<file path="src/rtl/result_frame_writer.sv">
// Write side of the result frame buffer: accepts a raster pixel stream, generates linear
// buffer addresses and write strobes, checks SOF/EOL framing and reports frame completion.
module result_frame_writer #(
  parameter int WIDTH  = 480,
  parameter int HEIGHT = 320,
  parameter int AW     = 18,
  parameter int DW     = 8
) (
  input  logic          clk,
  input  logic          rst_n,
  input  logic          start,
  input  logic          in_valid,
  output logic          in_ready,
  input  logic [DW-1:0] in_data,
  input  logic          in_sof,
  input  logic          in_eol,
  output logic          mem_we,
  output logic [AW-1:0] mem_addr,
  output logic [DW-1:0] mem_wdata,
  output logic          busy,
  output logic          frame_done,
  output logic          err_sof,
  output logic          err_eol
);

  localparam int CW = (WIDTH > 1) ? $clog2(WIDTH) : 1;
  localparam int RW = (HEIGHT > 1) ? $clog2(HEIGHT) : 1;
  localparam logic [CW-1:0] COL_LAST = CW'(WIDTH - 1);
  localparam logic [RW-1:0] ROW_LAST = RW'(HEIGHT - 1);

  typedef enum logic [1:0] {
    S_IDLE     = 2'd0,
    S_WAIT_SOF = 2'd1,
    S_WRITE    = 2'd2,
    S_DONE     = 2'd3
  } state_t;

  state_t        state_q, state_d;
  logic [CW-1:0] col_q, col_d;
  logic [RW-1:0] row_q, row_d;
  logic [AW-1:0] addr_q, addr_d;
  logic          mem_we_q, mem_we_d;
  logic [AW-1:0] mem_addr_q, mem_addr_d;
  logic [DW-1:0] mem_wdata_q, mem_wdata_d;
  logic          busy_q, busy_d;
  logic          frame_done_q, frame_done_d;
  logic          err_sof_q, err_sof_d;
  logic          err_eol_q, err_eol_d;

  logic          accept_s, wr_s, resync_s, col_end_s, row_end_s, last_s;
  logic [CW-1:0] cur_col_s;
  logic [RW-1:0] cur_row_s;
  logic [AW-1:0] cur_addr_s;

  assign in_ready   = (state_q == S_WAIT_SOF) || (state_q == S_WRITE);
  assign accept_s   = in_valid & in_ready;
  // An SOF beat always lands on pixel (0,0), whether it opens the frame or resyncs it.
  assign resync_s   = accept_s & in_sof;
  assign wr_s       = accept_s & ((state_q == S_WRITE) | in_sof);
  assign cur_col_s  = resync_s ? {CW{1'b0}} : col_q;
  assign cur_row_s  = resync_s ? {RW{1'b0}} : row_q;
  assign cur_addr_s = resync_s ? {AW{1'b0}} : addr_q;
  assign col_end_s  = (cur_col_s == COL_LAST);
  assign row_end_s  = (cur_row_s == ROW_LAST);
  assign last_s     = wr_s & col_end_s & row_end_s;

  assign mem_we     = mem_we_q;
  assign mem_addr   = mem_addr_q;
  assign mem_wdata  = mem_wdata_q;
  assign busy       = busy_q;
  assign frame_done = frame_done_q;
  assign err_sof    = err_sof_q;
  assign err_eol    = err_eol_q;

  // State register.
  always_ff @(posedge clk or negedge rst_n) begin
    if (!rst_n) begin
      state_q <= S_IDLE;
    end else begin
      state_q <= state_d;
    end
  end

  // Next-state decode.
  always_comb begin
    state_d = state_q;
    case (state_q)
      S_IDLE: begin
        if (start) state_d = S_WAIT_SOF;
        else       state_d = S_IDLE;
      end
      S_WAIT_SOF: begin
        if (last_s)    state_d = S_DONE;
        else if (wr_s) state_d = S_WRITE;
        else           state_d = S_WAIT_SOF;
      end
      S_WRITE: begin
        if (last_s) state_d = S_DONE;
        else        state_d = S_WRITE;
      end
      S_DONE:  state_d = S_IDLE;
      default: state_d = S_IDLE;
    endcase
  end

  // Counters, write strobe and status; busy/frame_done are registered views of the state.
  always_comb begin
    col_d        = col_q;
    row_d        = row_q;
    addr_d       = addr_q;
    mem_we_d     = 1'b0;
    mem_addr_d   = mem_addr_q;
    mem_wdata_d  = mem_wdata_q;
    err_sof_d    = err_sof_q;
    err_eol_d    = err_eol_q;
    frame_done_d = (state_q == S_DONE);
    busy_d       = (state_q != S_IDLE);
    if ((state_q == S_IDLE) && start) begin
      col_d     = {CW{1'b0}};
      row_d     = {RW{1'b0}};
      addr_d    = {AW{1'b0}};
      err_sof_d = 1'b0;
      err_eol_d = 1'b0;
    end else if (wr_s) begin
      mem_we_d    = 1'b1;
      mem_addr_d  = cur_addr_s;
      mem_wdata_d = in_data;
      err_eol_d   = err_eol_q | (in_eol ^ col_end_s);
      err_sof_d   = err_sof_q | (in_sof & (state_q == S_WRITE));
      // Position follows the column count only; a misplaced EOL is flagged, not obeyed.
      if (last_s) begin
        col_d  = {CW{1'b0}};
        row_d  = {RW{1'b0}};
        addr_d = {AW{1'b0}};
      end else if (col_end_s) begin
        col_d  = {CW{1'b0}};
        row_d  = cur_row_s + RW'(1);
        addr_d = cur_addr_s + AW'(1);
      end else begin
        col_d  = cur_col_s + CW'(1);
        row_d  = cur_row_s;
        addr_d = cur_addr_s + AW'(1);
      end
    end else if (accept_s) begin
      err_sof_d = 1'b1;
    end else begin
      mem_we_d = 1'b0;
    end
  end

  // Datapath and status registers.
  always_ff @(posedge clk or negedge rst_n) begin
    if (!rst_n) begin
      col_q        <= {CW{1'b0}};
      row_q        <= {RW{1'b0}};
      addr_q       <= {AW{1'b0}};
      mem_we_q     <= 1'b0;
      mem_addr_q   <= {AW{1'b0}};
      mem_wdata_q  <= {DW{1'b0}};
      busy_q       <= 1'b0;
      frame_done_q <= 1'b0;
      err_sof_q    <= 1'b0;
      err_eol_q    <= 1'b0;
    end else begin
      col_q        <= col_d;
      row_q        <= row_d;
      addr_q       <= addr_d;
      mem_we_q     <= mem_we_d;
      mem_addr_q   <= mem_addr_d;
      mem_wdata_q  <= mem_wdata_d;
      busy_q       <= busy_d;
      frame_done_q <= frame_done_d;
      err_sof_q    <= err_sof_d;
      err_eol_q    <= err_eol_d;
    end
  end

endmodule

</file>
<file path="config.mk">
export PLATFORM = sky130hd
export DESIGN_NAME = result_frame_writer
export DESIGN_NICKNAME = d
export VERILOG_FILES = /design/src/rtl/result_frame_writer.sv
export SDC_FILE = /design/constraint.sdc
export NUM_CORES = 1
export LEC_CHECK = 0
export BUFFER_PORTS_ARGS = -buffer_cell sky130_fd_sc_hd__buf_4
export CORE_MARGIN = 2
export CORE_UTILIZATION = 45
export DETAILED_ROUTE_END_ITERATION = 7
export MAX_ROUTING_LAYER = met4
export PLACE_DENSITY_LB_ADDON = 0.3
export SKIP_CTS_REPAIR_TIMING = 1
export SYNTH_ARGS = -nofsm -noshare
export SYNTH_HDL_FRONTEND = slang
export SYNTH_SLANG_ARGS = --single-unit
export TNS_END_PERCENT = 5
</file>
<file path="constraint.sdc">
create_clock -name clk -period 2.92 [get_ports clk]
set_input_delay 0.584 -clock clk [delete_from_list [all_inputs] [get_ports clk]]
set_output_delay 0.584 -clock clk [all_outputs]
set_load 0.01 [all_outputs]
</file>
### Word-level counts from Yosys, hierarchy flattened

Index checks and enable logic that the tools add are counted.

| cells by class | value |
|---|---|
| reduce and logical (&&, ||, !) cells | 7 |
| mux-type cells | 26 |
| equal/unequal tests | 5 |
| add/subtract/negate cells | 3 |
| bitwise logic cells | 11 |

Operators with widths:

| kind | number |
|---|---|
| $mux 9 | 10 |
| $mux 18 | 4 |
| $add 18x1->18 const B | 1 |
| $add 9x1->9 const B | 2 |
| $eq 9x9->1 const B | 2 |
| $mux 1 | 9 |
| $pmux 2 s4 | 1 |
| $and 1x1->1 | 6 |
| $eq 2x2->1 const B | 2 |
| $mux 2 | 2 |
| $reduce_bool 2->1 | 2 |
| $or 1x1->1 | 3 |
| $reduce_bool 3->1 | 1 |
| $eq 2x1->1 const B | 1 |
| $logic_not 2->1 | 1 |
| $reduce_and 2->1 | 1 |
| $logic_and 1x1->1 | 1 |
| $logic_or 1x1->1 | 1 |
| $not 1->1 | 1 |
| $xor 1x1->1 | 1 |

| storage, ports and cells | value |
|---|---|
| logic and storage cells | 63 |
| register bits | 69 |

### Longest topological paths before layout

Gate-level depths: netlist of the first run.

| logic depth | value |
|---|---|
| depth after elaboration | 11 |
| depth in mapped cells | 14 |
| gate-level depth less buffers | 11 |

### Least setup slack after synthesis of the first run

No wires, ideal clock.

| timing path | value |
|---|---|
| kind | register to register |
| start point | register state_q[0] |
| end point | register col_q[6] |
| setup time | 119 ps |
| data arrival time | 3,164 ps |
| period minus slack after synthesis | 3,284 ps |
| path buffers | 2 |
| stages on the path, launching flop included | 13 |
| setup slack | -364 ps |
| required time | 2,801 ps |
| cells stage by stage | dfrtp_1 > inv_1 > ha_1 > nand3_1 > clkbuf_1 > clkbuf_1 > and2_1 > ha_1 > nand4b_1 > or4_1 > nand3_1 > o21ai_0 > a21bo_2 |

| on the way | value |
|---|---|
| word-level cells in the longest chain between the ends | 11 |

RTL lines:

| element | RTL line | source |
|---|---|---|
| from (decl) | 38 | `state_t state_q, state_d;` |
| from (signal assigned) | 80 | `state_q <= state_d;` |
| $eq 2x1->1 or $eq 2x2->1 (tied branches) | 55 | `assign in_ready = (state_q == S_WAIT_SOF) \|\| (state_q == S_WRITE);` |
| $logic_or 1x1->1 * | 55 |  |
| named net in_ready | 13 | `output logic in_ready,` |
| $and 1x1->1 * | 56 | `assign accept_s = in_valid & in_ready;` |
| branches (longest 8 deep; another with $add 9x1->9) | n/a |  |
| to (signal assigned) | 154 | `col_q <= {CW{1'b0}};` |
| to (signal assigned) | 165 | `col_q <= col_d;` |
| to (decl) | 39 | `logic [CW-1:0] col_q, col_d;` |

Mark *: on every way through the listed nets, which the timed path passes. The select of a mux whose other input is x is not followed.
A chain may end at the register's enable or synchronous reset.

### Worst setup path after layout of the first run

| timing path | value |
|---|---|
| start point | register state_q[0] |
| end point | register col_q[6] |

| on the way | value |
|---|---|
| word-level cells in the longest chain between the ends | 11 |

RTL lines:

| element |
|---|
| branches (longest 11 deep; another with $add 9x1->9) |

Parallel ways; which one is timed is not known. The select of a mux whose other input is x is not followed.

==> results of run 1 <==
layout make-up:
class / count / share of cell area
clock buffers: 13 / 0.03688
clock inverters: 3 / 0.01568
multi-input cells: 286 / 0.4117
flip-flops and latches: 69 / 0.4007
repair buffers: 54 / 0.09495
well taps: 102 / 0.02962
inverters: 12 / 0.01045
power breakdown:
part	switching [W]	internal, W
combinational	0.000156	0.000111
sequential	0.0000475	0.00101
clock	0.000359	0.000529
total	0.000563	0.00165
how the worst max path moves through the flow:
stage / endpoint / slack [ns] / startpoint / cells past startpoint
after floorplan: col_q[6] / 0.02 / state_q[0] / 12
after global placement: col_q[6] / 0.20 / state_q[0] / 10
after detailed placement: col_q[6] / 0.11 / state_q[0] / 10
after CTS: col_q[6] / 0.09 / state_q[0] / 10
after global routing: row_q[1] / 0.05 / state_q[0] / 10
final: col_q[6] / 0.21 / state_q[0] / 10
metal layers:
layer | part of all wire | track usage | vias up
met2 | 0.46 | 0.3018 | 107
met4 | 0.0092 | 0.06763 | 0
li1 | - | - | 1484
met5 | 0 | - | -
met3 | 0.063 | 0.04173 | 9
met1 | 0.47 | 0.2859 | 1457
through the flow:
step           utilization  hold WS (ns)
2_1_floorplan            -        0.2884
3_3_place_gp        0.5162        0.4557
3_5_place_dp        0.5162        0.4567
4_1_cts             0.5452        0.3807
5_1_grt             0.5519        0.4192
6_report            0.5519        0.3390
worst reg2reg max path: stages (launching register included):
cell	delay (ns)
sky130_fd_sc_hd__dfrtp_1	0.42
sky130_fd_sc_hd__inv_1	0.16
sky130_fd_sc_hd__ha_4	0.25
sky130_fd_sc_hd__nand3_4	0.11
sky130_fd_sc_hd__and2_1	0.18
sky130_fd_sc_hd__ha_2	0.18
sky130_fd_sc_hd__nand4b_1	0.20
sky130_fd_sc_hd__or4_4	0.63
sky130_fd_sc_hd__nand3_2	0.15
sky130_fd_sc_hd__o21ai_0	0.10
sky130_fd_sc_hd__a21bo_2	0.24
sequential cells by signal, indices dropped and copies added (netlist names), named ones only:
name	count
addr_q	18
busy	1
col_q	9
err_eol	1
err_sof	1
frame_done	1
mem_addr	18
mem_wdata	8
mem_we	1
row_q	9
state_q	1
cell families (layout without fill, tap and decap cells):
logic type	count (synthesis)	after routing	share of synthesized area
buf+inv	32	82	0.05487
simple gates	172	172	0.2445
mux	3	3	0.008573
compound gates	94	95	0.1722
xor+xnor	8	8	0.01921
flops	69	69	0.4733
fa+ha+maj	8	8	0.02744
placed cells by master (no fill, tap or decap), types with 2 or more instances in the layout:
| master | count |
|---|---|
| sky130_fd_sc_hd__nand2_1 | 85 |
| sky130_fd_sc_hd__dfrtp_1 | 69 |
| sky130_fd_sc_hd__buf_4 | 53 |
| sky130_fd_sc_hd__o21ai_0 | 23 |
| sky130_fd_sc_hd__a31oi_1 | 20 |
| sky130_fd_sc_hd__nand3_1 | 19 |
| sky130_fd_sc_hd__a21oi_1 | 15 |
| sky130_fd_sc_hd__inv_1 | 12 |
| sky130_fd_sc_hd__clkbuf_8 | 11 |
| sky130_fd_sc_hd__and2_1 | 10 |
| sky130_fd_sc_hd__nor2_1 | 10 |
| sky130_fd_sc_hd__o31ai_1 | 8 |
| sky130_fd_sc_hd__and3_1 | 8 |
| sky130_fd_sc_hd__and4_1 | 7 |
| sky130_fd_sc_hd__nand4_1 | 6 |
| sky130_fd_sc_hd__ha_1 | 6 |
| sky130_fd_sc_hd__xnor2_1 | 5 |
| sky130_fd_sc_hd__nor3_1 | 4 |
| sky130_fd_sc_hd__nand4b_1 | 3 |
| sky130_fd_sc_hd__a21o_1 | 3 |
| sky130_fd_sc_hd__xor2_1 | 3 |
| sky130_fd_sc_hd__or3_1 | 3 |
| sky130_fd_sc_hd__a32o_1 | 3 |
| sky130_fd_sc_hd__o21bai_1 | 3 |
| sky130_fd_sc_hd__o211ai_1 | 2 |
| sky130_fd_sc_hd__nor4_4 | 2 |
| sky130_fd_sc_hd__mux2i_1 | 2 |
| sky130_fd_sc_hd__a22o_1 | 2 |
| sky130_fd_sc_hd__a21oi_4 | 2 |
| sky130_fd_sc_hd__o21ai_1 | 2 |
| sky130_fd_sc_hd__nor4_1 | 2 |
| sky130_fd_sc_hd__bufinv_16 | 2 |
| sky130_fd_sc_hd__clkbuf_1 | 2 |
==> flow_summary.html, run 1 <==
<table>
<tr><th>Metric</th><th>Value</th></tr>
<tr><th colspan="2">Final layout</th></tr>
<tr><td>Final Instance Area</td><td>approximately 0.0043 mm²</td></tr>
<tr><td>Layout net count</td><td>454</td></tr>
<tr><td>Multi-input gate area in the final layout</td><td>around 0.0018 mm²</td></tr>
<tr><td>Final instance count without filler cells</td><td>roughly 540</td></tr>
<tr><td>Fraction of layout cells with a size suffix above 1</td><td>0.2014</td></tr>
<tr><td>Sequential standard cell area</td><td>about 0.0017 mm²</td></tr>
<tr><td>P&amp;R area growth vs syn</td><td>18.11%</td></tr>
<tr><td>Count of fill cells added during filler insertion</td><td>700</td></tr>
<tr><td>Antenna diode count</td><td>0</td></tr>
<tr><th colspan="2">Logic synthesis</th></tr>
<tr><td>Cell types with the largest area share after synthesis</td><td>sky130_fd_sc_hd__dfrtp_1, sky130_fd_sc_hd__nand2_1, sky130_fd_sc_hd__a31oi_1</td></tr>
<tr><td>Count of synthesis-stage warnings from yosys</td><td>0</td></tr>
<tr><td>Most used flip-flop cell after synthesis</td><td>sky130_fd_sc_hd__dfrtp_1</td></tr>
<tr><td>Most frequently used cell type in the post-synthesis netlist</td><td>sky130_fd_sc_hd__nand2_1</td></tr>
<tr><td>Proportion of register bits with asynchronous set or reset after synthesis</td><td>1.000</td></tr>
<tr><td>Synthesized flop and latch total</td><td>69</td></tr>
<tr><td>Gate Count Post-Synth</td><td>a little under 400</td></tr>
<tr><td>Mean Syn Cell Area</td><td>9.452 µm²</td></tr>
<tr><td>Fraction of the yosys area taken by sequential cells</td><td>0.4733</td></tr>
<tr><td>Post-synthesis cell area</td><td>around 0.0036 mm²</td></tr>
<tr><td>Cell taking the most area after synthesis</td><td>sky130_fd_sc_hd__dfrtp_1</td></tr>
<tr><td>Top cells by count, synth</td><td>sky130_fd_sc_hd__nand2_1, sky130_fd_sc_hd__dfrtp_1, sky130_fd_sc_hd__o21ai_0</td></tr>
<tr><td>Distinct cells, synth</td><td>58</td></tr>
<tr><td>Area share of the leading cell type in the synthesized netlist</td><td>0.4733</td></tr>
<tr><td>Count of flip-flops with a built-in enable after synthesis</td><td>0</td></tr>
<tr><td>Synth Net Count</td><td>408</td></tr>
<tr><th colspan="2">Pwr</th></tr>
<tr><td>Static leakage power</td><td>1.975 nW</td></tr>
<tr><td>P per Cell Area</td><td>between 500 and 600 mW/mm²</td></tr>
<tr><td>Peak supply drop</td><td>0.0002632 V</td></tr>
<tr><td>Total chip power</td><td>approximately 0.0022 W</td></tr>
<tr><th colspan="2">Routing</th></tr>
<tr><td>Overall routed net length</td><td>8174 µm</td></tr>
<tr><td>Average wire length per cell after detail routing</td><td>roughly 15 µm</td></tr>
<tr><td>Initial DRC count</td><td>about 180</td></tr>
<tr><td>Via count of the routed design</td><td>approximately 3100</td></tr>
<tr><td>Vias per cell</td><td>roughly 5.7</td></tr>
<tr><td>Number of nets with antenna violations after routing</td><td>0</td></tr>
<tr><td>Post-route DRC</td><td>0</td></tr>
<tr><td>Initial DRT Pass Iterations</td><td>4</td></tr>
<tr><th colspan="2">Worst hold path</th></tr>
<tr><td>Min-Delay Path Class</td><td>in -&gt; async</td></tr>
<tr><th colspan="2">Setup path</th></tr>
<tr><td>Critical path capture point type</td><td>register</td></tr>
<tr><td>Highest net fanout along the worst path</td><td>8</td></tr>
<tr><td>Type of origin of the critical path</td><td>register</td></tr>
<tr><td>Count of cells along the worst register-to-register path</td><td>10</td></tr>
<tr><td>Worst reg2reg path startpoint</td><td>state_q[0]</td></tr>
<tr><td>WP buf/inv</td><td>1</td></tr>
<tr><td>Endpoint of the most critical register-to-register path</td><td>col_q[6]</td></tr>
<tr><td>Critical-path top delay cell</td><td>sky130_fd_sc_hd__or4_4</td></tr>
<tr><td>Delay of the slowest critical-path stage</td><td>0.63 ns</td></tr>
<tr><td>Cells along the critical path</td><td>inv_1 -&gt; ha_4 -&gt; nand3_4 -&gt; and2_1 -&gt; ha_2 -&gt; nand4b_1 -&gt; or4_4 -&gt; nand3_2 -&gt; o21ai_0 -&gt; a21bo_2</td></tr>
<tr><td>Setup slack of the most critical reg-to-reg path</td><td>~0.21 ns</td></tr>
<tr><td>Endpoint arrival time on the critical path</td><td>just under 3 ns</td></tr>
<tr><td>Delay-heaviest family, CP</td><td>simple AND/OR/NAND/NOR gates</td></tr>
<tr><td>Required time of the critical path</td><td>around 3.2 ns</td></tr>
<tr><td>Setup CP Type</td><td>reg -&gt; reg</td></tr>
<tr><th colspan="2">Timing</th></tr>
<tr><td>Number of slew-limit violations in the final report</td><td>0</td></tr>
<tr><td>Final worst path period share</td><td>0.9290</td></tr>
<tr><td>Slew at the pin closest to its max-slew limit</td><td>about 0.85 ns</td></tr>
<tr><td>Hold violation count in the final report</td><td>0</td></tr>
<tr><td>Crit path setup slack, layout</td><td>0.2074 ns</td></tr>
<tr><td>Setup repair after global routing missed its margin</td><td>no</td></tr>
<tr><td>Worst clock skew on the final layout</td><td>approximately 0.0048 ns</td></tr>
<tr><td>Setup violation total in the final timing report</td><td>0</td></tr>
<tr><td>Highest clock rate</td><td>0.3687 GHz</td></tr>
<tr><td>Min cycle time layout</td><td>2.713 ns</td></tr>
<tr><td>Post-Route Setup TNS</td><td>0 ns</td></tr>
<tr><td>Max transition margin</td><td>0.4330</td></tr>
<tr><th colspan="2">Floorplanning</th></tr>
<tr><td>Die extent in y</td><td>between 90 and 100 µm</td></tr>
<tr><td>Die footprint</td><td>0.008844 mm²</td></tr>
<tr><td>Initial core utilization</td><td>0.4673</td></tr>
<tr><td>Horizontal die dimension</td><td>about 94 µm</td></tr>
<tr><td>Area of the core</td><td>slightly below 0.008 mm²</td></tr>
<tr><td>IO Count</td><td>between 40 and 50</td></tr>
<tr><td>Num rows</td><td>32</td></tr>
<tr><th colspan="2">Clock tree</th></tr>
<tr><td>CTS H-tree lvls</td><td>3</td></tr>
<tr><td># clock sinks</td><td>69</td></tr>
<tr><td>CTS tree</td><td>done</td></tr>
<tr><td>Max clock buf depth</td><td>2</td></tr>
<tr><td>Number of buffers inserted during clock tree synthesis</td><td>9</td></tr>
<tr><td>Root Buffer</td><td>sky130_fd_sc_hd__clkbuf_8</td></tr>
<tr><td>Clock input transition at the sequential cells of the worst setup and hold paths</td><td>around 0.070 ns</td></tr>
<tr><td>Latest clock arrival within the worst-skew pair</td><td>approximately 0.35 ns</td></tr>
<tr><th colspan="2">Place</th></tr>
<tr><td>Port Buffers</td><td>between 40 and 50</td></tr>
<tr><td>Total placed cells including tap cells</td><td>between 500 and 600</td></tr>
<tr><td>Total cell area at the placement stage</td><td>roughly 0.004 mm²</td></tr>
<tr><td>Detailed Place HPWL</td><td>between 5000 and 6000 µm</td></tr>
<tr><td>Final estimated routing congestion in global placement</td><td>between 0.9 and 1</td></tr>
<tr><td>Worst setup slack before clock tree synthesis</td><td>between 0.1 and 0.15 ns</td></tr>
<tr><th colspan="2">Global route</th></tr>
<tr><td>Wire length of the first global-routing pass</td><td>~14000 µm</td></tr>
<tr><td>Total global-route track usage</td><td>0.2052</td></tr>
<tr><td>Global-route congestion overflow total</td><td>0</td></tr>
<tr><td>Number of global-route vias before repair</td><td>around 2800</td></tr>
<tr><td>Pin count of the biggest net entering global routing</td><td>70</td></tr>
<tr><td>Antenna violations before repair</td><td>0</td></tr>
<tr><th colspan="2">Run status</th></tr>
<tr><td>Outcome</td><td>finished, final reports clean</td></tr>
<tr><th colspan="2">Job</th></tr>
<tr><td>Maximum capacitance violations</td><td>0</td></tr>
</table>
Power figures use the tool's default switching activity.
==> run 2, diff against run 1 <==
CELL_PAD_IN_SITES_DETAIL_PLACEMENT = 0   (was not set)
CELL_PAD_IN_SITES_GLOBAL_PLACEMENT = 1   (was not set)
CORE_UTILIZATION = 40   (was 45)
==> run 2 against run 1 <==
Effect of this change:
- critical path depth unchanged
- die area is 12% higher
- final area fell by 0.38%
- sequential power hardly changed
- hold slack improved by 0.0036 ns
- routed wire length up 6.9%
- clock skew increased by 0.00076 ns
- global-route usage is 1.5 points lower
- flip-flop and latch count did not move
- core utilization shrank 6.2 points
- cell count up 2.0%
==> flow_summary.html, run 2 (same netlist as run 1, synthesis figures left out) <==
<table>
<tr><th>Metric</th><th>Value</th></tr>
<tr><th colspan="2">Floorplanning</th></tr>
<tr><td>Num rows</td><td>34 (+6.3%)</td></tr>
<tr><td>Die extent in y</td><td>99.51 µm (+5.8%)</td></tr>
<tr><td>Horizontal die dimension</td><td>99.51 µm (+5.8%)</td></tr>
<tr><td>Initial core utilization</td><td>0.4163 (-0.05097)</td></tr>
<tr><td>Area of the core</td><td>0.008763 mm² (+12%)</td></tr>
<tr><td>Die footprint</td><td>0.009901 mm² (+12%)</td></tr>
<tr><td>IO Count</td><td>46 (unchanged)</td></tr>
<tr><th colspan="2">Timing</th></tr>
<tr><td>Post-Route Setup TNS</td><td>0 ns (unchanged)</td></tr>
<tr><td>Number of slew-limit violations in the final report</td><td>0 (unchanged)</td></tr>
<tr><td>Min cycle time layout</td><td>2.767 ns (+0.05406 ns)</td></tr>
<tr><td>Hold violation count in the final report</td><td>0 (unchanged)</td></tr>
<tr><td>Slew at the pin closest to its max-slew limit</td><td>0.8946 ns (+0.04410 ns)</td></tr>
<tr><td>Crit path setup slack, layout</td><td>0.1533 ns (-0.05406 ns)</td></tr>
<tr><td>Worst clock skew on the final layout</td><td>0.005527 ns (+0.0007563 ns)</td></tr>
<tr><td>Max transition margin</td><td>0.4036 (-0.02940)</td></tr>
<tr><td>Highest clock rate</td><td>0.3614 GHz (-2.0%)</td></tr>
<tr><td>Setup violation total in the final timing report</td><td>0 (unchanged)</td></tr>
<tr><td>Setup repair after global routing missed its margin</td><td>yes</td></tr>
<tr><td>Final worst path period share</td><td>0.9475 (+0.01851)</td></tr>
<tr><th colspan="2">Global route</th></tr>
<tr><td>Global-route congestion overflow total</td><td>0 (unchanged)</td></tr>
<tr><td>Total global-route track usage</td><td>0.1904 (-0.01483)</td></tr>
<tr><td>Number of global-route vias before repair</td><td>2973 (+4.7%)</td></tr>
<tr><td>Wire length of the first global-routing pass</td><td>14800 µm (+7.0%)</td></tr>
<tr><td>Antenna violations before repair</td><td>0 (unchanged)</td></tr>
<tr><td>Pin count of the biggest net entering global routing</td><td>70 (unchanged)</td></tr>
<tr><th colspan="2">Final layout</th></tr>
<tr><td>Count of fill cells added during filler insertion</td><td>862 (+23%)</td></tr>
<tr><td>Layout net count</td><td>459 (+1.1%)</td></tr>
<tr><td>Most common cell after layout, fill and taps aside</td><td>sky130_fd_sc_hd__nand2_1</td></tr>
<tr><td>Antenna diode count</td><td>0 (unchanged)</td></tr>
<tr><td>Fraction of layout cells with a size suffix above 1</td><td>0.2149 (+0.01356)</td></tr>
<tr><td>Final Instance Area</td><td>0.004293 mm² (-0.38%)</td></tr>
<tr><td>P&amp;R area growth vs syn</td><td>17.66%</td></tr>
<tr><td>Most frequent cells in the layout</td><td>sky130_fd_sc_hd__nand2_1, sky130_fd_sc_hd__dfrtp_1, sky130_fd_sc_hd__buf_4</td></tr>
<tr><th colspan="2">Place</th></tr>
<tr><td>Final estimated routing congestion in global placement</td><td>0.7866 (-13%)</td></tr>
<tr><td>Worst setup slack before clock tree synthesis</td><td>0.1720 ns (+0.06488 ns)</td></tr>
<tr><td>Detailed Place HPWL</td><td>5846 µm (+7.3%)</td></tr>
<tr><td>Total cell area at the placement stage</td><td>0.004068 mm² (+0.93%)</td></tr>
<tr><td>Port Buffers</td><td>45 (unchanged)</td></tr>
<tr><th colspan="2">Clock tree</th></tr>
<tr><td>Clock input transition at the sequential cells of the worst setup and hold paths</td><td>0.08 ns (about the same)</td></tr>
<tr><td>Root Buffer</td><td>sky130_fd_sc_hd__clkbuf_8</td></tr>
<tr><td>CTS H-tree lvls</td><td>3 (unchanged)</td></tr>
<tr><td>Latest clock arrival within the worst-skew pair</td><td>0.34 ns (about the same)</td></tr>
<tr><td>Number of buffers inserted during clock tree synthesis</td><td>9 (unchanged)</td></tr>
<tr><td>Max clock buf depth</td><td>2 (unchanged)</td></tr>
<tr><td># clock sinks</td><td>69 (unchanged)</td></tr>
<tr><td>CTS tree</td><td>done</td></tr>
<tr><th colspan="2">Routing</th></tr>
<tr><td>Average wire length per cell after detail routing</td><td>15.89 µm (+4.7%)</td></tr>
<tr><td>Initial DRT Pass Iterations</td><td>5 (+1)</td></tr>
<tr><td>Initial DRC count</td><td>218 (+18%)</td></tr>
<tr><td>Vias per cell</td><td>5.591 (-1.4%)</td></tr>
<tr><td>Post-route DRC</td><td>0 (unchanged)</td></tr>
<tr><td>Via count of the routed design</td><td>3075 (+0.59%)</td></tr>
<tr><td>Overall routed net length</td><td>8737 µm (+6.9%)</td></tr>
<tr><td>Number of nets with antenna violations after routing</td><td>0 (unchanged)</td></tr>
<tr><th colspan="2">Setup path</th></tr>
<tr><td>Critical path capture point type</td><td>register</td></tr>
<tr><td>Setup CP Type</td><td>reg -&gt; reg</td></tr>
<tr><td>Type of origin of the critical path</td><td>register</td></tr>
<tr><td>Highest net fanout along the worst path</td><td>13 (+5)</td></tr>
<tr><td>Required time of the critical path</td><td>3.15 ns (about the same)</td></tr>
<tr><td>Endpoint arrival time on the critical path</td><td>3.00 ns (+0.04 ns)</td></tr>
<tr><th colspan="2">Pwr</th></tr>
<tr><td>P per Cell Area</td><td>491.7 mW/mm² (-4.2%)</td></tr>
<tr><td>Total chip power</td><td>0.002111 W (-4.6%)</td></tr>
<tr><td>Static leakage power</td><td>1.980 nW (+0.26%)</td></tr>
<tr><td>Peak supply drop</td><td>0.0002364 V (-10%)</td></tr>
<tr><th colspan="2">Run status</th></tr>
<tr><td>Outcome</td><td>finished, final reports clean</td></tr>
<tr><th colspan="2">Worst hold path</th></tr>
<tr><td>Min-Delay Path Class</td><td>in -&gt; async</td></tr>
<tr><th colspan="2">Job</th></tr>
<tr><td>Maximum capacitance violations</td><td>0 (unchanged)</td></tr>
</table>
[run 2: cell count changes in the layout (fill, tap and decap cells not counted), sizes merged]
cell / previous run / this run
buf: 54 / 59
clkinv: 0 / 2
bufinv: 2 / 1
clkbuf: 13 / 12
[run 2: where the power goes]
group,switching [W],leakage (nW),total (W),internal [W]
combinational,0.000157,0.977,0.000269,0.000112
clock,0.000369,0.0964,0.000785,0.000416
sequential,0.0000478,0.907,0.00106,0.00101
[run 2: final cells by class]
class	count	area (µm²)	area share
clock buffers	12	145.1	0.03381
clock inverters	4	47.55	0.01108
inverters	12	45.04	0.01049
multi-input cells	286	1749	0.4075
flip-flops and latches	69	1728	0.4025
well taps	108	135.1	0.03148
repair buffers	59	442.9	0.1032
[run 2: stage by stage]
stage	utilization	instances	hold WS, ns
final	0.4899	550	0.3426
after detailed placement	0.4642	530	0.4598
after CTS	0.4862	546	0.4013
after global placement	0.4642	530	0.4556
after global routing	0.4899	550	0.4289
after floorplan	-	386	0.2884
[run 2: worst max-delay path: stages, from the launching register on]
cell	delay (ns)
sky130_fd_sc_hd__dfrtp_1	0.40
sky130_fd_sc_hd__inv_1	0.12
sky130_fd_sc_hd__ha_2	0.29
sky130_fd_sc_hd__nand3_2	0.11
sky130_fd_sc_hd__and2_1	0.16
sky130_fd_sc_hd__ha_1	0.20
sky130_fd_sc_hd__nand4_1	0.21
sky130_fd_sc_hd__nor4_4	0.48
sky130_fd_sc_hd__a21oi_2	0.30
sky130_fd_sc_hd__and3_1	0.23
sky130_fd_sc_hd__a21o_1	0.15
[run 2: path summary, 6_finish.rpt]
check	end	slack [ns]	cells after the start
worst max-delay path	addr_q[11]	0.15	10
worst min-delay path	mem_addr[6]	0.34	1
worst max register to register	addr_q[11]	0.15	10
worst min register to register	mem_addr[17]	0.47	2
max in group asynchronous	state_q[0]	1.96	1
min in group clk	mem_wdata[3]	0.43	3
[run 2: layer usage]
| layer | GRT usage | vias to the layer above | wire length, µm |
|---|---|---|---|
| met2 | 0.2739 | 89 | 3980 |
| met3 | 0.03092 | 11 | 392 |
| met4 | 0.06533 | 0 | 103 |
| li1 | - | 1492 | - |
| met1 | 0.2739 | 1483 | 4260 |
| met5 | - | - | 0 |
==> run 3, diff against run 2 <==
CORE_UTILIZATION = 45   (was 40)
clock period = 2.7 ns   (was 2.92 ns; I/O delays follow)
==> run 3 against run 2 <==
Effect of this change:
- flip-flop and latch count unchanged
- maximum frequency up 8.4%
- sequential power increased by 8%
- die area is 11% lower
- critical endpoint is now col_q[6]
- combinational power grew 16%
- critical path depth stayed put
==> flow_summary.html, run 3 (same netlist as run 1, synthesis figures left out) <==
<table>
<tr><th>Metric</th><th>Value</th></tr>
<tr><th colspan="2">Timing</th></tr>
<tr><td>Number of slew-limit violations in the final report</td><td>0 (unchanged)</td></tr>
<tr><td>Worst clock skew on the final layout</td><td>0.01712 ns (+0.01159 ns)</td></tr>
<tr><td>Max transition margin</td><td>0.4060 (+0.002396)</td></tr>
<tr><td>Hold violation count in the final report</td><td>0 (unchanged)</td></tr>
<tr><td>Crit path setup slack, layout</td><td>0.1470 ns (-0.006387 ns)</td></tr>
<tr><td>Setup violation total in the final timing report</td><td>0 (unchanged)</td></tr>
<tr><td>Highest clock rate</td><td>0.3917 GHz (+8.4%)</td></tr>
<tr><td>Slew at the pin closest to its max-slew limit</td><td>0.8910 ns (-0.003594 ns)</td></tr>
<tr><td>Min cycle time layout</td><td>2.553 ns (-0.2136 ns)</td></tr>
<tr><td>Final worst path period share</td><td>0.9456 (-0.001913)</td></tr>
<tr><th colspan="2">Clock tree</th></tr>
<tr><td>Max clock buf depth</td><td>2 (unchanged)</td></tr>
<tr><td>Latest clock arrival within the worst-skew pair</td><td>0.36 ns (+0.02 ns)</td></tr>
<tr><td># clock sinks</td><td>69 (unchanged)</td></tr>
<tr><td>CTS H-tree lvls</td><td>3 (unchanged)</td></tr>
<tr><td>CTS tree</td><td>done</td></tr>
<tr><td>Number of buffers inserted during clock tree synthesis</td><td>9 (unchanged)</td></tr>
<tr><td>Root Buffer</td><td>sky130_fd_sc_hd__clkbuf_8</td></tr>
<tr><td>Clock input transition at the sequential cells of the worst setup and hold paths</td><td>0.08 ns (about the same)</td></tr>
<tr><th colspan="2">Setup path</th></tr>
<tr><td>Critical-path top delay cell</td><td>sky130_fd_sc_hd__or4_4</td></tr>
<tr><td>Endpoint arrival time on the critical path</td><td>2.80 ns (-0.20 ns)</td></tr>
<tr><td>Required time of the critical path</td><td>2.95 ns (-0.20 ns)</td></tr>
<tr><td>Critical path capture point type</td><td>register</td></tr>
<tr><td>Highest net fanout along the worst path</td><td>8 (-5)</td></tr>
<tr><td>Setup CP Type</td><td>reg -&gt; reg</td></tr>
<tr><td>Endpoint of the most critical register-to-register path</td><td>col_q[6]</td></tr>
<tr><td>Delay of the slowest critical-path stage</td><td>0.63 ns (+0.15 ns)</td></tr>
<tr><td>Count of cells along the worst register-to-register path</td><td>10 (unchanged)</td></tr>
<tr><td>Type of origin of the critical path</td><td>register</td></tr>
<tr><td>Cells along the critical path</td><td>inv_2 -&gt; ha_4 -&gt; nand3_4 -&gt; and2_4 -&gt; ha_4 -&gt; nand4b_1 -&gt; or4_4 -&gt; nand3_4 -&gt; o21ai_1 -&gt; a21bo_2</td></tr>
<tr><td>Setup slack of the most critical reg-to-reg path</td><td>0.15 ns (about the same)</td></tr>
<tr><th colspan="2">Pwr</th></tr>
<tr><td>Internal Dissipation</td><td>0.001707 W (+11%)</td></tr>
<tr><td>Clock Power Share</td><td>0.376 (+0.004)</td></tr>
<tr><td>Fraction of power spent switching nets</td><td>0.2699 (-0.001985)</td></tr>
<tr><td>Sequential Power Share</td><td>0.490 (-0.010)</td></tr>
<tr><td>P per Cell Area</td><td>528.1 mW/mm² (+7.4%)</td></tr>
<tr><td>Static leakage power</td><td>2.041 nW (+3.1%)</td></tr>
<tr><td>Peak supply drop</td><td>0.0002737 V (+16%)</td></tr>
<tr><td>Combinational Power Share</td><td>0.134 (+0.006)</td></tr>
<tr><td>Net Switching</td><td>0.0006309 W (+9.9%)</td></tr>
<tr><th colspan="2">Global route</th></tr>
<tr><td>Wire length of the first global-routing pass</td><td>14530 µm (-1.8%)</td></tr>
<tr><td>Total global-route track usage</td><td>0.2168 (+0.02638)</td></tr>
<tr><td>Pin count of the biggest net entering global routing</td><td>70 (unchanged)</td></tr>
<tr><td>Global-route congestion overflow total</td><td>0 (unchanged)</td></tr>
<tr><td>Number of global-route vias before repair</td><td>2916 (-1.9%)</td></tr>
<tr><td>Antenna violations before repair</td><td>0 (unchanged)</td></tr>
<tr><th colspan="2">Final layout</th></tr>
<tr><td>Most frequent cells in the layout</td><td>sky130_fd_sc_hd__nand2_1, sky130_fd_sc_hd__dfrtp_1, sky130_fd_sc_hd__buf_4</td></tr>
<tr><td>Most common cell after layout, fill and taps aside</td><td>sky130_fd_sc_hd__nand2_1</td></tr>
<tr><td>P&amp;R area growth vs syn</td><td>21.33%</td></tr>
<tr><td>Fraction of layout cells with a size suffix above 1</td><td>0.2356 (+0.02062)</td></tr>
<tr><td>Count of fill cells added during filler insertion</td><td>706 (-18%)</td></tr>
<tr><td>Sequential standard cell area</td><td>0.001727 mm² (about the same)</td></tr>
<tr><td>Multi-input gate area in the final layout</td><td>0.001809 mm² (+3.4%)</td></tr>
<tr><td>Antenna diode count</td><td>0 (unchanged)</td></tr>
<tr><td>Layout net count</td><td>467 (+1.7%)</td></tr>
<tr><td>Fraction of the core area covered by cells at the end of the flow</td><td>0.5670 (+0.07712)</td></tr>
<tr><th colspan="2">Floorplanning</th></tr>
<tr><td>IO Count</td><td>46 (unchanged)</td></tr>
<tr><td>Initial core utilization</td><td>0.4673 (+0.05097)</td></tr>
<tr><td>Die footprint</td><td>0.008844 mm² (-11%)</td></tr>
<tr><td>Horizontal die dimension</td><td>94.05 µm (-5.5%)</td></tr>
<tr><td>Num rows</td><td>32 (-5.9%)</td></tr>
<tr><td>Die extent in y</td><td>94.05 µm (-5.5%)</td></tr>
<tr><td>Area of the core</td><td>0.007807 mm² (-11%)</td></tr>
<tr><th colspan="2">Routing</th></tr>
<tr><td>Average wire length per cell after detail routing</td><td>15.99 µm (+0.69%)</td></tr>
<tr><td>Post-route DRC</td><td>0 (unchanged)</td></tr>
<tr><td>Via count of the routed design</td><td>3075 (unchanged)</td></tr>
<tr><td>Number of nets with antenna violations after routing</td><td>0 (unchanged)</td></tr>
<tr><td>Initial DRC count</td><td>180 (-17%)</td></tr>
<tr><td>Overall routed net length</td><td>8829 µm (+1.1%)</td></tr>
<tr><td>Initial DRT Pass Iterations</td><td>5 (unchanged)</td></tr>
<tr><td>Vias per cell</td><td>5.571 (-0.36%)</td></tr>
<tr><th colspan="2">Place</th></tr>
<tr><td>Detailed Place HPWL</td><td>5814 µm (-0.55%)</td></tr>
<tr><td>Worst setup slack before clock tree synthesis</td><td>0.05951 ns (-0.1124 ns)</td></tr>
<tr><td>Port Buffers</td><td>45 (unchanged)</td></tr>
<tr><td>Final estimated routing congestion in global placement</td><td>0.9327 (+19%)</td></tr>
<tr><th colspan="2">Run status</th></tr>
<tr><td>Outcome</td><td>finished, final reports clean</td></tr>
<tr><th colspan="2">Job</th></tr>
<tr><td>Maximum capacitance violations</td><td>0 (unchanged)</td></tr>
<tr><th colspan="2">Worst hold path</th></tr>
<tr><td>Min-Delay Path Class</td><td>in -&gt; async</td></tr>
</table>
==> run 3: cell types whose count changed in the layout (fill, tap and decap cells not counted), sizes merged <==
cell	previous run	this run
a21o	4	5
buf	59	66
clkbuf	12	13
clkinvlp	1	0
==> run 3: final cells by class <==
type | count | share of cell area
Clock buffer | 13 | 0.03590
Inverter | 12 | 0.01018
Tap cell | 102 | 0.02883
Clock inverter | 3 | 0.009893
Multi-Input combinational cell | 287 | 0.4087
Sequential cell | 69 | 0.3901
Timing Repair Buffer | 66 | 0.1164
==> run 3: power groups by stage <==
stage | logic, W | registers [W] | clock network (W)
2_1_floorplan | 0.000179 | 0.00116 | 0
3_3_place_gp | 0.000300 | 0.00116 | 0
3_5_place_dp | 0.000302 | 0.00116 | 0
4_1_cts | 0.000302 | 0.00114 | 0.000895
5_1_grt | 0.000353 | 0.00116 | 0.000940
6_report | 0.000313 | 0.00114 | 0.000880
==> run 3: worst max path at each step <==
| stage | start | end | depth (start not counted) |
|---|---|---|---|
| 6_report | register | col_q[6] | 10 |
| 2_1_floorplan | state_q[0] | col_q[6] | 12 |
| 3_3_place_gp | register | addr_q[11] | 10 |
| 4_1_cts | register | col_q[6] | 10 |
| 5_1_grt | register | addr_q[6] | 12 |
| 3_5_place_dp | register | col_q[6] | 10 |
==> run 3: critical path, delay by kind of cell, from the launching register on <==
family                   cells  cell delay (ns)
AO/OA/AOI/OAI                2             0.31
adder cells (fa/ha/maj)      2             0.38
AND/OR/NAND/NOR              5             1.24
buffers and inverters        1             0.10
flip-flops                   1             0.39
==> run 3: per-stage QoR <==
step	hold slack, ns	area, µm²	TNS (ns)	total power, W	cells
after floorplan	0.2444	3725	0	0.001343	386
after global routing	0.3595	4427	-0.04745	0.002449	552
after detailed placement	0.4680	4098	0	0.001466	524
after global placement	0.4565	4098	0	0.001464	524
final	0.2965	4427	0	0.002338	552
after CTS	0.3421	4300	0	0.002342	540
==> run 3: layer usage <==
metal / vias up / part of all wire / global-route usage
met5: - / 0 / -
li1: 1513 / - / -
met4: 0 / 0.015 / 0.08333
met2: 73 / 0.46 / 0.3244
met1: 1473 / 0.49 / 0.2962
met3: 16 / 0.034 / 0.03692
